`src/rtl/ps2_host_tx_if.sv`:
```
// Host-side bundle for the PS/2 transmitter: byte handshake, status pulses
// and the open-drain pad signals of the PS/2 clock and data lines.
interface ps2_host_tx_if;
    logic [7:0] tx_data;
    logic       tx_valid;
    logic       tx_ready;
    logic       busy;
    logic       done;
    logic       error;
    logic       ps2_clk_in;
    logic       ps2_data_in;
    logic       ps2_clk_oe;
    logic       ps2_data_oe;

    // Host logic and pad side
    modport master (
        output tx_data, tx_valid, ps2_clk_in, ps2_data_in,
        input  tx_ready, busy, done, error, ps2_clk_oe, ps2_data_oe
    );

    // Transmitter side
    modport slave (
        input  tx_data, tx_valid, ps2_clk_in, ps2_data_in,
        output tx_ready, busy, done, error, ps2_clk_oe, ps2_data_oe
    );
endinterface

```
`src/rtl/ps2_host_tx.sv`:
```
// PS/2 host-to-device transmitter: inhibit, request-to-send, shift of
// start/data/parity/stop on device clock falls, acknowledge and line-idle wait.
module ps2_host_tx #(
    parameter int INHIBIT_CYCLES = 1600,
    parameter int REQUEST_CYCLES = 32,
    parameter int FILTER_CYCLES  = 8,
    parameter int TIMEOUT_CYCLES = 240000
) (
    input  logic         clk,
    input  logic         rst,
    ps2_host_tx_if.slave bus
);
    localparam int PH_W  = $clog2(INHIBIT_CYCLES + REQUEST_CYCLES + 1);
    localparam int FLT_W = $clog2(FILTER_CYCLES + 1);
    localparam int TO_W  = $clog2(TIMEOUT_CYCLES + 1);

    typedef enum logic [2:0] {IDLE, INHIBIT, REQUEST, SHIFT, ACK, FINISH} state_t;

    // Index 0 = PS2_CLK, index 1 = PS2_DATA
    logic [1:0]       sync1_q, sync2_q;
    logic             fclk_q, fclk_d;
    logic [FLT_W-1:0] fcnt_q, fcnt_d;
    logic             fall_q, fall_d;

    state_t           state_q, state_d;
    logic [PH_W-1:0]  phase_q, phase_d;
    logic [3:0]       bit_cnt_q, bit_cnt_d;
    logic [7:0]       shift_q, shift_d;
    logic             parity_q, parity_d;
    logic             data_oe_q, data_oe_d;
    logic             ack_ok_q, ack_ok_d;
    logic [TO_W-1:0]  to_cnt_q, to_cnt_d;

    logic             timeout;
    logic             lines_high;

    // Two-flop synchronisers on both pads; idle lines are high
    always_ff @(posedge clk or posedge rst) begin
        if (rst) begin
            sync1_q <= 2'b11;
            sync2_q <= 2'b11;
        end else begin
            sync1_q <= {bus.ps2_data_in, bus.ps2_clk_in};
            sync2_q <= sync1_q;
        end
    end

    // Clock filter: fclk follows the synchronised clock only after it has held
    // a new value for FILTER_CYCLES samples; a fall is flagged one cycle later
    always_comb begin
        fclk_d = fclk_q;
        fcnt_d = '0;
        if (sync2_q[0] != fclk_q) begin
            if (fcnt_q == FLT_W'(FILTER_CYCLES - 1)) begin
                fclk_d = sync2_q[0];
            end else begin
                fcnt_d = fcnt_q + 1'b1;
            end
        end
        fall_d = fclk_q & ~fclk_d;
    end

    assign timeout    = ((state_q == SHIFT) || (state_q == ACK) || (state_q == FINISH))
                        && (to_cnt_q == TO_W'(TIMEOUT_CYCLES));
    assign lines_high = sync2_q[0] & sync2_q[1];

    // State and datapath registers
    always_ff @(posedge clk or posedge rst) begin
        if (rst) begin
            fclk_q    <= 1'b1;
            fcnt_q    <= '0;
            fall_q    <= 1'b0;
            state_q   <= IDLE;
            phase_q   <= '0;
            bit_cnt_q <= '0;
            shift_q   <= '0;
            parity_q  <= 1'b0;
            data_oe_q <= 1'b0;
            ack_ok_q  <= 1'b0;
            to_cnt_q  <= '0;
        end else begin
            fclk_q    <= fclk_d;
            fcnt_q    <= fcnt_d;
            fall_q    <= fall_d;
            state_q   <= state_d;
            phase_q   <= phase_d;
            bit_cnt_q <= bit_cnt_d;
            shift_q   <= shift_d;
            parity_q  <= parity_d;
            data_oe_q <= data_oe_d;
            ack_ok_q  <= ack_ok_d;
            to_cnt_q  <= to_cnt_d;
        end
    end

    // Next-state and datapath update; timeout wins over a same-cycle fall
    always_comb begin
        state_d   = state_q;
        phase_d   = phase_q;
        bit_cnt_d = bit_cnt_q;
        shift_d   = shift_q;
        parity_d  = parity_q;
        data_oe_d = data_oe_q;
        ack_ok_d  = ack_ok_q;
        to_cnt_d  = to_cnt_q;
        case (state_q)
            IDLE: begin
                if (bus.tx_valid) begin
                    shift_d  = bus.tx_data;
                    parity_d = ~^bus.tx_data;
                    phase_d  = '0;
                    state_d  = INHIBIT;
                end
            end
            INHIBIT: begin
                if (phase_q == PH_W'(INHIBIT_CYCLES - 1)) begin
                    phase_d = '0;
                    state_d = REQUEST;
                end else begin
                    phase_d = phase_q + 1'b1;
                end
            end
            REQUEST: begin
                if (phase_q == PH_W'(REQUEST_CYCLES - 1)) begin
                    phase_d   = '0;
                    bit_cnt_d = '0;
                    to_cnt_d  = '0;
                    data_oe_d = 1'b1;   // start bit stays driven until the first fall
                    state_d   = SHIFT;
                end else begin
                    phase_d = phase_q + 1'b1;
                end
            end
            SHIFT: begin
                to_cnt_d = to_cnt_q + 1'b1;
                if (timeout) begin
                    state_d = IDLE;
                end else if (fall_q) begin
                    to_cnt_d  = '0;
                    bit_cnt_d = bit_cnt_q + 1'b1;
                    if (bit_cnt_q < 4'd8) begin
                        data_oe_d = ~shift_q[bit_cnt_q[2:0]];
                    end else if (bit_cnt_q == 4'd8) begin
                        data_oe_d = ~parity_q;
                    end else begin
                        data_oe_d = 1'b0;
                        state_d   = ACK;
                    end
                end
            end
            ACK: begin
                to_cnt_d = to_cnt_q + 1'b1;
                if (timeout) begin
                    state_d = IDLE;
                end else if (fall_q) begin
                    to_cnt_d = '0;
                    ack_ok_d = ~sync2_q[1];
                    state_d  = FINISH;
                end
            end
            FINISH: begin
                to_cnt_d = to_cnt_q + 1'b1;
                if (timeout || lines_high) begin
                    state_d = IDLE;
                end
            end
            default: state_d = IDLE;
        endcase
    end

    // Outputs decoded from state; line drives vanish as soon as state is IDLE
    always_comb begin
        bus.ps2_clk_oe  = 1'b0;
        bus.ps2_data_oe = 1'b0;
        bus.tx_ready    = 1'b0;
        bus.busy        = 1'b1;
        bus.done        = 1'b0;
        bus.error       = 1'b0;
        case (state_q)
            IDLE: begin
                bus.tx_ready = 1'b1;
                bus.busy     = 1'b0;
            end
            INHIBIT: bus.ps2_clk_oe = 1'b1;
            REQUEST: begin
                bus.ps2_clk_oe  = 1'b1;
                bus.ps2_data_oe = 1'b1;
            end
            SHIFT: begin
                bus.ps2_data_oe = data_oe_q & ~timeout;
                bus.error       = timeout;
            end
            ACK: bus.error = timeout;
            FINISH: begin
                if (timeout) begin
                    bus.error = 1'b1;
                end else if (lines_high) begin
                    bus.done  = ack_ok_q;
                    bus.error = ~ack_ok_q;
                end
            end
            default: ;
        endcase
    end
endmodule
```
`src/flat_wrapper.sv`:
```
// flat-port wrapper written by rule: the top's interface ports become plain ports
module ps2_host_tx_flat 
#(
    parameter int INHIBIT_CYCLES = 1600,
    parameter int REQUEST_CYCLES = 32,
    parameter int FILTER_CYCLES  = 8,
    parameter int TIMEOUT_CYCLES = 240000
)
  (clk, rst, bus_tx_data, bus_tx_valid, bus_ps2_clk_in, bus_ps2_data_in, bus_tx_ready, bus_busy, bus_done, bus_error, bus_ps2_clk_oe, bus_ps2_data_oe);
  ps2_host_tx_if bus_i ();
  input  logic clk;
  input  logic rst;
  input wire logic [$bits(bus_i.tx_data)-1:0] bus_tx_data;
  input wire logic [$bits(bus_i.tx_valid)-1:0] bus_tx_valid;
  input wire logic [$bits(bus_i.ps2_clk_in)-1:0] bus_ps2_clk_in;
  input wire logic [$bits(bus_i.ps2_data_in)-1:0] bus_ps2_data_in;
  output wire logic [$bits(bus_i.tx_ready)-1:0] bus_tx_ready;
  output wire logic [$bits(bus_i.busy)-1:0] bus_busy;
  output wire logic [$bits(bus_i.done)-1:0] bus_done;
  output wire logic [$bits(bus_i.error)-1:0] bus_error;
  output wire logic [$bits(bus_i.ps2_clk_oe)-1:0] bus_ps2_clk_oe;
  output wire logic [$bits(bus_i.ps2_data_oe)-1:0] bus_ps2_data_oe;
  assign bus_i.tx_data = bus_tx_data;
  assign bus_i.tx_valid = bus_tx_valid;
  assign bus_i.ps2_clk_in = bus_ps2_clk_in;
  assign bus_i.ps2_data_in = bus_ps2_data_in;
  assign bus_tx_ready = bus_i.tx_ready;
  assign bus_busy = bus_i.busy;
  assign bus_done = bus_i.done;
  assign bus_error = bus_i.error;
  assign bus_ps2_clk_oe = bus_i.ps2_clk_oe;
  assign bus_ps2_data_oe = bus_i.ps2_data_oe;
  ps2_host_tx #(.INHIBIT_CYCLES(INHIBIT_CYCLES), .REQUEST_CYCLES(REQUEST_CYCLES), .FILTER_CYCLES(FILTER_CYCLES), .TIMEOUT_CYCLES(TIMEOUT_CYCLES)) u_core (.clk(clk), .rst(rst), .bus(bus_i));
endmodule
```
`config.mk`:
```
export PLATFORM = sky130hd
export DESIGN_NAME = ps2_host_tx_flat
export DESIGN_NICKNAME = d
export VERILOG_FILES = /design/src/rtl/ps2_host_tx_if.sv /design/src/rtl/ps2_host_tx.sv /design/src/flat_wrapper.sv
export SDC_FILE = /design/constraint.sdc
export NUM_CORES = 1
export LEC_CHECK = 0
export ABC_CLOCK_PERIOD_IN_PS = 2630
export BUFFER_PORTS_ARGS = -buffer_cell sky130_fd_sc_hd__buf_2
export CORE_MARGIN = 1
export CORE_UTILIZATION = 55
export CTS_CLUSTER_DIAMETER = 80
export CTS_CLUSTER_SIZE = 20
export DETAILED_ROUTE_END_ITERATION = 12
export MAX_ROUTING_LAYER = met4
export PLACE_DENSITY = 0.84
export RECOVER_POWER = 100
export SKIP_LAST_GASP = 1
export SYNTH_ARGS = -nofsm -noshare
export SYNTH_HDL_FRONTEND = slang
export SYNTH_SLANG_ARGS = --single-unit
```
`constraint.sdc`:
```
create_clock -name clk -period 2.63 [get_ports clk]
set_input_delay 0.3945 -clock clk [delete_from_list [all_inputs] [get_ports clk]]
set_output_delay 0.3945 -clock clk [all_outputs]
set_load 0.02 [all_outputs]
```
==> impl_metrics.json <==
{
  "synthesis.area_um2": 3314,
  "final_common_cell": "dfrtp_1",
  "cts.sinks": 57,
  "cp-end-kind": "primary output",
  "dp_hpwl_um": 4864,
  "yosys_warnings": 0,
  "fmax_mhz": 393.6,
  "drt-initial-drc-count": 262,
  "yosysTopAreaCell": "dfrtp_1",
  "p_leak_nw": 1.596,
  "rsz0062_at_grt": "no",
  "multi_input_area_um2": 1729,
  "skew_ns": 0.01044,
  "syn_to_final_growth_pct": 12.04,
  "synth_top_area_share_pct": 39.26,
  "fin_crit_ns": 2.541,
  "synth_edf_count": 0,
  "core_um2": 5642,
  "drive_gt1_share_pct": 16.23,
  "num_rows": 27,
  "htreeDepth": 3,
  "grt_pass1_vias": 2758,
  "cap_violations": 0,
  "avgRoutedWirePerCell_um": 15.53,
  "dr_total_vias": 2852,
  "synth_cell_types": 55,
  "grt_pass1_wl_um": 12470,
  "finalCritPeriodShare_pct": 96.61,
  "cp.arrival_ns": 2.15,
  "p_per_area_nw_per_um2": 583.9,
  "clock_latency_ns": 0.34,
  "port_buffers": 18,
  "max_slew_margin_pct": 14.09,
  "antenna-diode-count": 0,
  "postSynthCellCount": 351,
  "start_util_pct": 58.75,
  "status": "completed",
  "die-width_um": 79.63,
  "drtPass1Iterations": 6,
  "grt_usage_pct": 26.26,
  "ctsLongestPathBuffers": 2,
  "io_pins": 19,
  "hold_class": "input port to flip-flop",
  "drtAntennaViolNets": 0,
  "cp_max_fo": 6,
  "grt_overflow": 0,
  "ys_ff_latch": 57,
  "die-height_um": 79.63,
  "grt_max_degree": 36,
  "seq_area_um2": 1434,
  "n_fill_cell": 426,
  "hold_viol_final": 0,
  "synth_fp_nets": 371,
  "antenna_found_initial": 0,
  "drc": 0,
  "startpoint_type": "flip-flop",
  "fin_util_pct": 65.82,
  "final_nets": 397,
  "worst_pin_slew_ns": 1.287,
  "cts_root_buf": "clkbuf_8",
  "dieArea_um2": 6341,
  "synth_flop_cell": "dfrtp_1",
  "path_class": "flip-flop to primary output",
  "cts-buffers-inserted": 9,
  "synth_area_leaders": "dfrtp_1, dfstp_2, nand2_1",
  "tritoncts": "yes",
  "mostFrequentLayoutCells": "dfrtp_1, nand2_1, o21ai_0, nor2_1, nand3_1",
  "worst_ir_drop_vdd_mv": 0.4696,
  "setup_viol_count_final": 0,
  "postSynthAreaPerCell_um2": 9.443,
  "path_clk_slew_ns": 0.07,
  "ys_seq_area_share_pct": 43.22,
  "cp.required_ns": 2.24,
  "postSynth.asyncResetShare_pct": 100.0,
  "fin_setup_tns_ns": 0,
  "gp_congestion": 0.9406,
  "slew_violations": 0,
  "viasPerCell": 6.282,
  "routed_wl_um": 7049
}
==> cell type report <==
| type | instances | area share (%) |
|---|---|---|
| Timing Repair Buffer | 30 | 4.245 |
| Tap cell | 72 | 2.426 |
| Multi-Input combinational cell | 262 | 46.56 |
| Clock buffer | 12 | 4.447 |
| Sequential cell | 57 | 38.61 |
| Inverter | 17 | 1.718 |
| Clock inverter | 4 | 1.988 |
==> critical path: stages (launching register included) <==
cell	delay (ns)
dfrtp_2	0.44
inv_1	0.08
ha_1	0.17
nor4bb_1	0.23
nand4_1	0.18
or2_4	0.29
a21oi_1	0.18
nor4b_2	0.08
clkbuf_2	0.16
==> flip-flops by register name (all words and copies together), names as in the netlist <==
signal,flops
u_core.to_cnt_q,18
u_core.bit_cnt_q,4
u_core.ack_ok_q,1
u_core.fall_q,1
u_core.fclk_q,1
u_core.sync1_q,2
u_core.phase_q,11
u_core.sync2_q,2
u_core.fcnt_q,4
u_core.shift_q,8
u_core.data_oe_q,1
u_core.parity_q,1
u_core.state_q,3
==> through the flow <==
step | worst slack, ns | hold WS, ns | total power, W | area [µm²] | cells
2_1_floorplan | 0.1902 | 0.3452 | 0.001162 | 3314 | 351
3_3_place_gp | 0.3354 | 0.3478 | 0.001207 | 3495 | 436
3_5_place_dp | 0.2836 | 0.3520 | 0.001220 | 3495 | 436
4_1_cts | 0.03823 | 0.1377 | 0.002183 | 3744 | 453
5_1_grt | 0.02805 | 0.1332 | 0.002268 | 3714 | 454
6_report | 0.08919 | 0.1505 | 0.002168 | 3714 | 454
==> layer usage <==
| layer | up-vias | global-route usage [%] | wire, µm |
|---|---|---|---|
| met5 | - | - | 0 |
| met4 | 0 | 9.636 | 111 |
| met3 | 14 | 5.943 | 330 |
| met2 | 98 | 41.20 | 3410 |
| met1 | 1404 | 33.33 | 3197 |
| li1 | 1336 | - | - |
==> cell families (layout without fill, tap and decap cells) <==
group,count (synthesis),in the layout,share of synthesized area [%]
AND/OR/NAND/NOR,147,147,24.50
flip-flops,57,57,43.22
XOR/XNOR,10,10,2.642
AO/OA/AOI/OAI,80,80,16.08
buffers and inverters,32,63,4.341
adder cells (fa/ha/maj),7,7,2.642
multiplexers,18,18,6.569
==> where the power goes <==
group | internal (W) | leakage [nW] | switching (W)
combinational | 0.0000918 | 0.737 | 0.0000915
clock | 0.000611 | 0.123 | 0.000348
sequential | 0.000946 | 0.736 | 0.0000797
total | 0.00165 | 1.60 | 0.000520
==> final timing paths <==
| path | depth (start not counted) | start | slack [ns] | end |
|---|---|---|---|---|
| min reg2reg | 0 | u_core.sync1_q[0] | 0.36 | u_core.sync2_q[0] |
| max reg2reg | 10 | u_core.to_cnt_q[0] | 0.20 | u_core.to_cnt_q[15] |
| min | 1 | bus_ps2_data_in | 0.15 | u_core.sync1_q[1] |
| min in group asynchronous | 2 | rst | 0.41 | u_core.bit_cnt_q[1] |
| max in group asynchronous | 3 | rst | 0.90 | u_core.state_q[1] |
| max | 8 | u_core.to_cnt_q[0] | 0.09 | bus_ps2_data_oe |
==> what timing repair did <==
item,in CTS,in global routing
resized for setup,1,3
buffers inserted,1,1
pin swaps,1,2
endpoints found under the setup margin,3,1
hold buffers,0,0
==> synthesized netlist by cell type, drive strengths merged (7+ instances only) <==
cell type,instances
a21oi,12
nand2,35
inv,17
clkbuf,7
nor4,7
ha,7
dfrtp,52
buf,8
xnor2,10
nor3,12
a22o,9
o21ai,25
nor2,21
mux2,10
nand3,20
No activity file was read; power rests on OpenSTA's default activity.
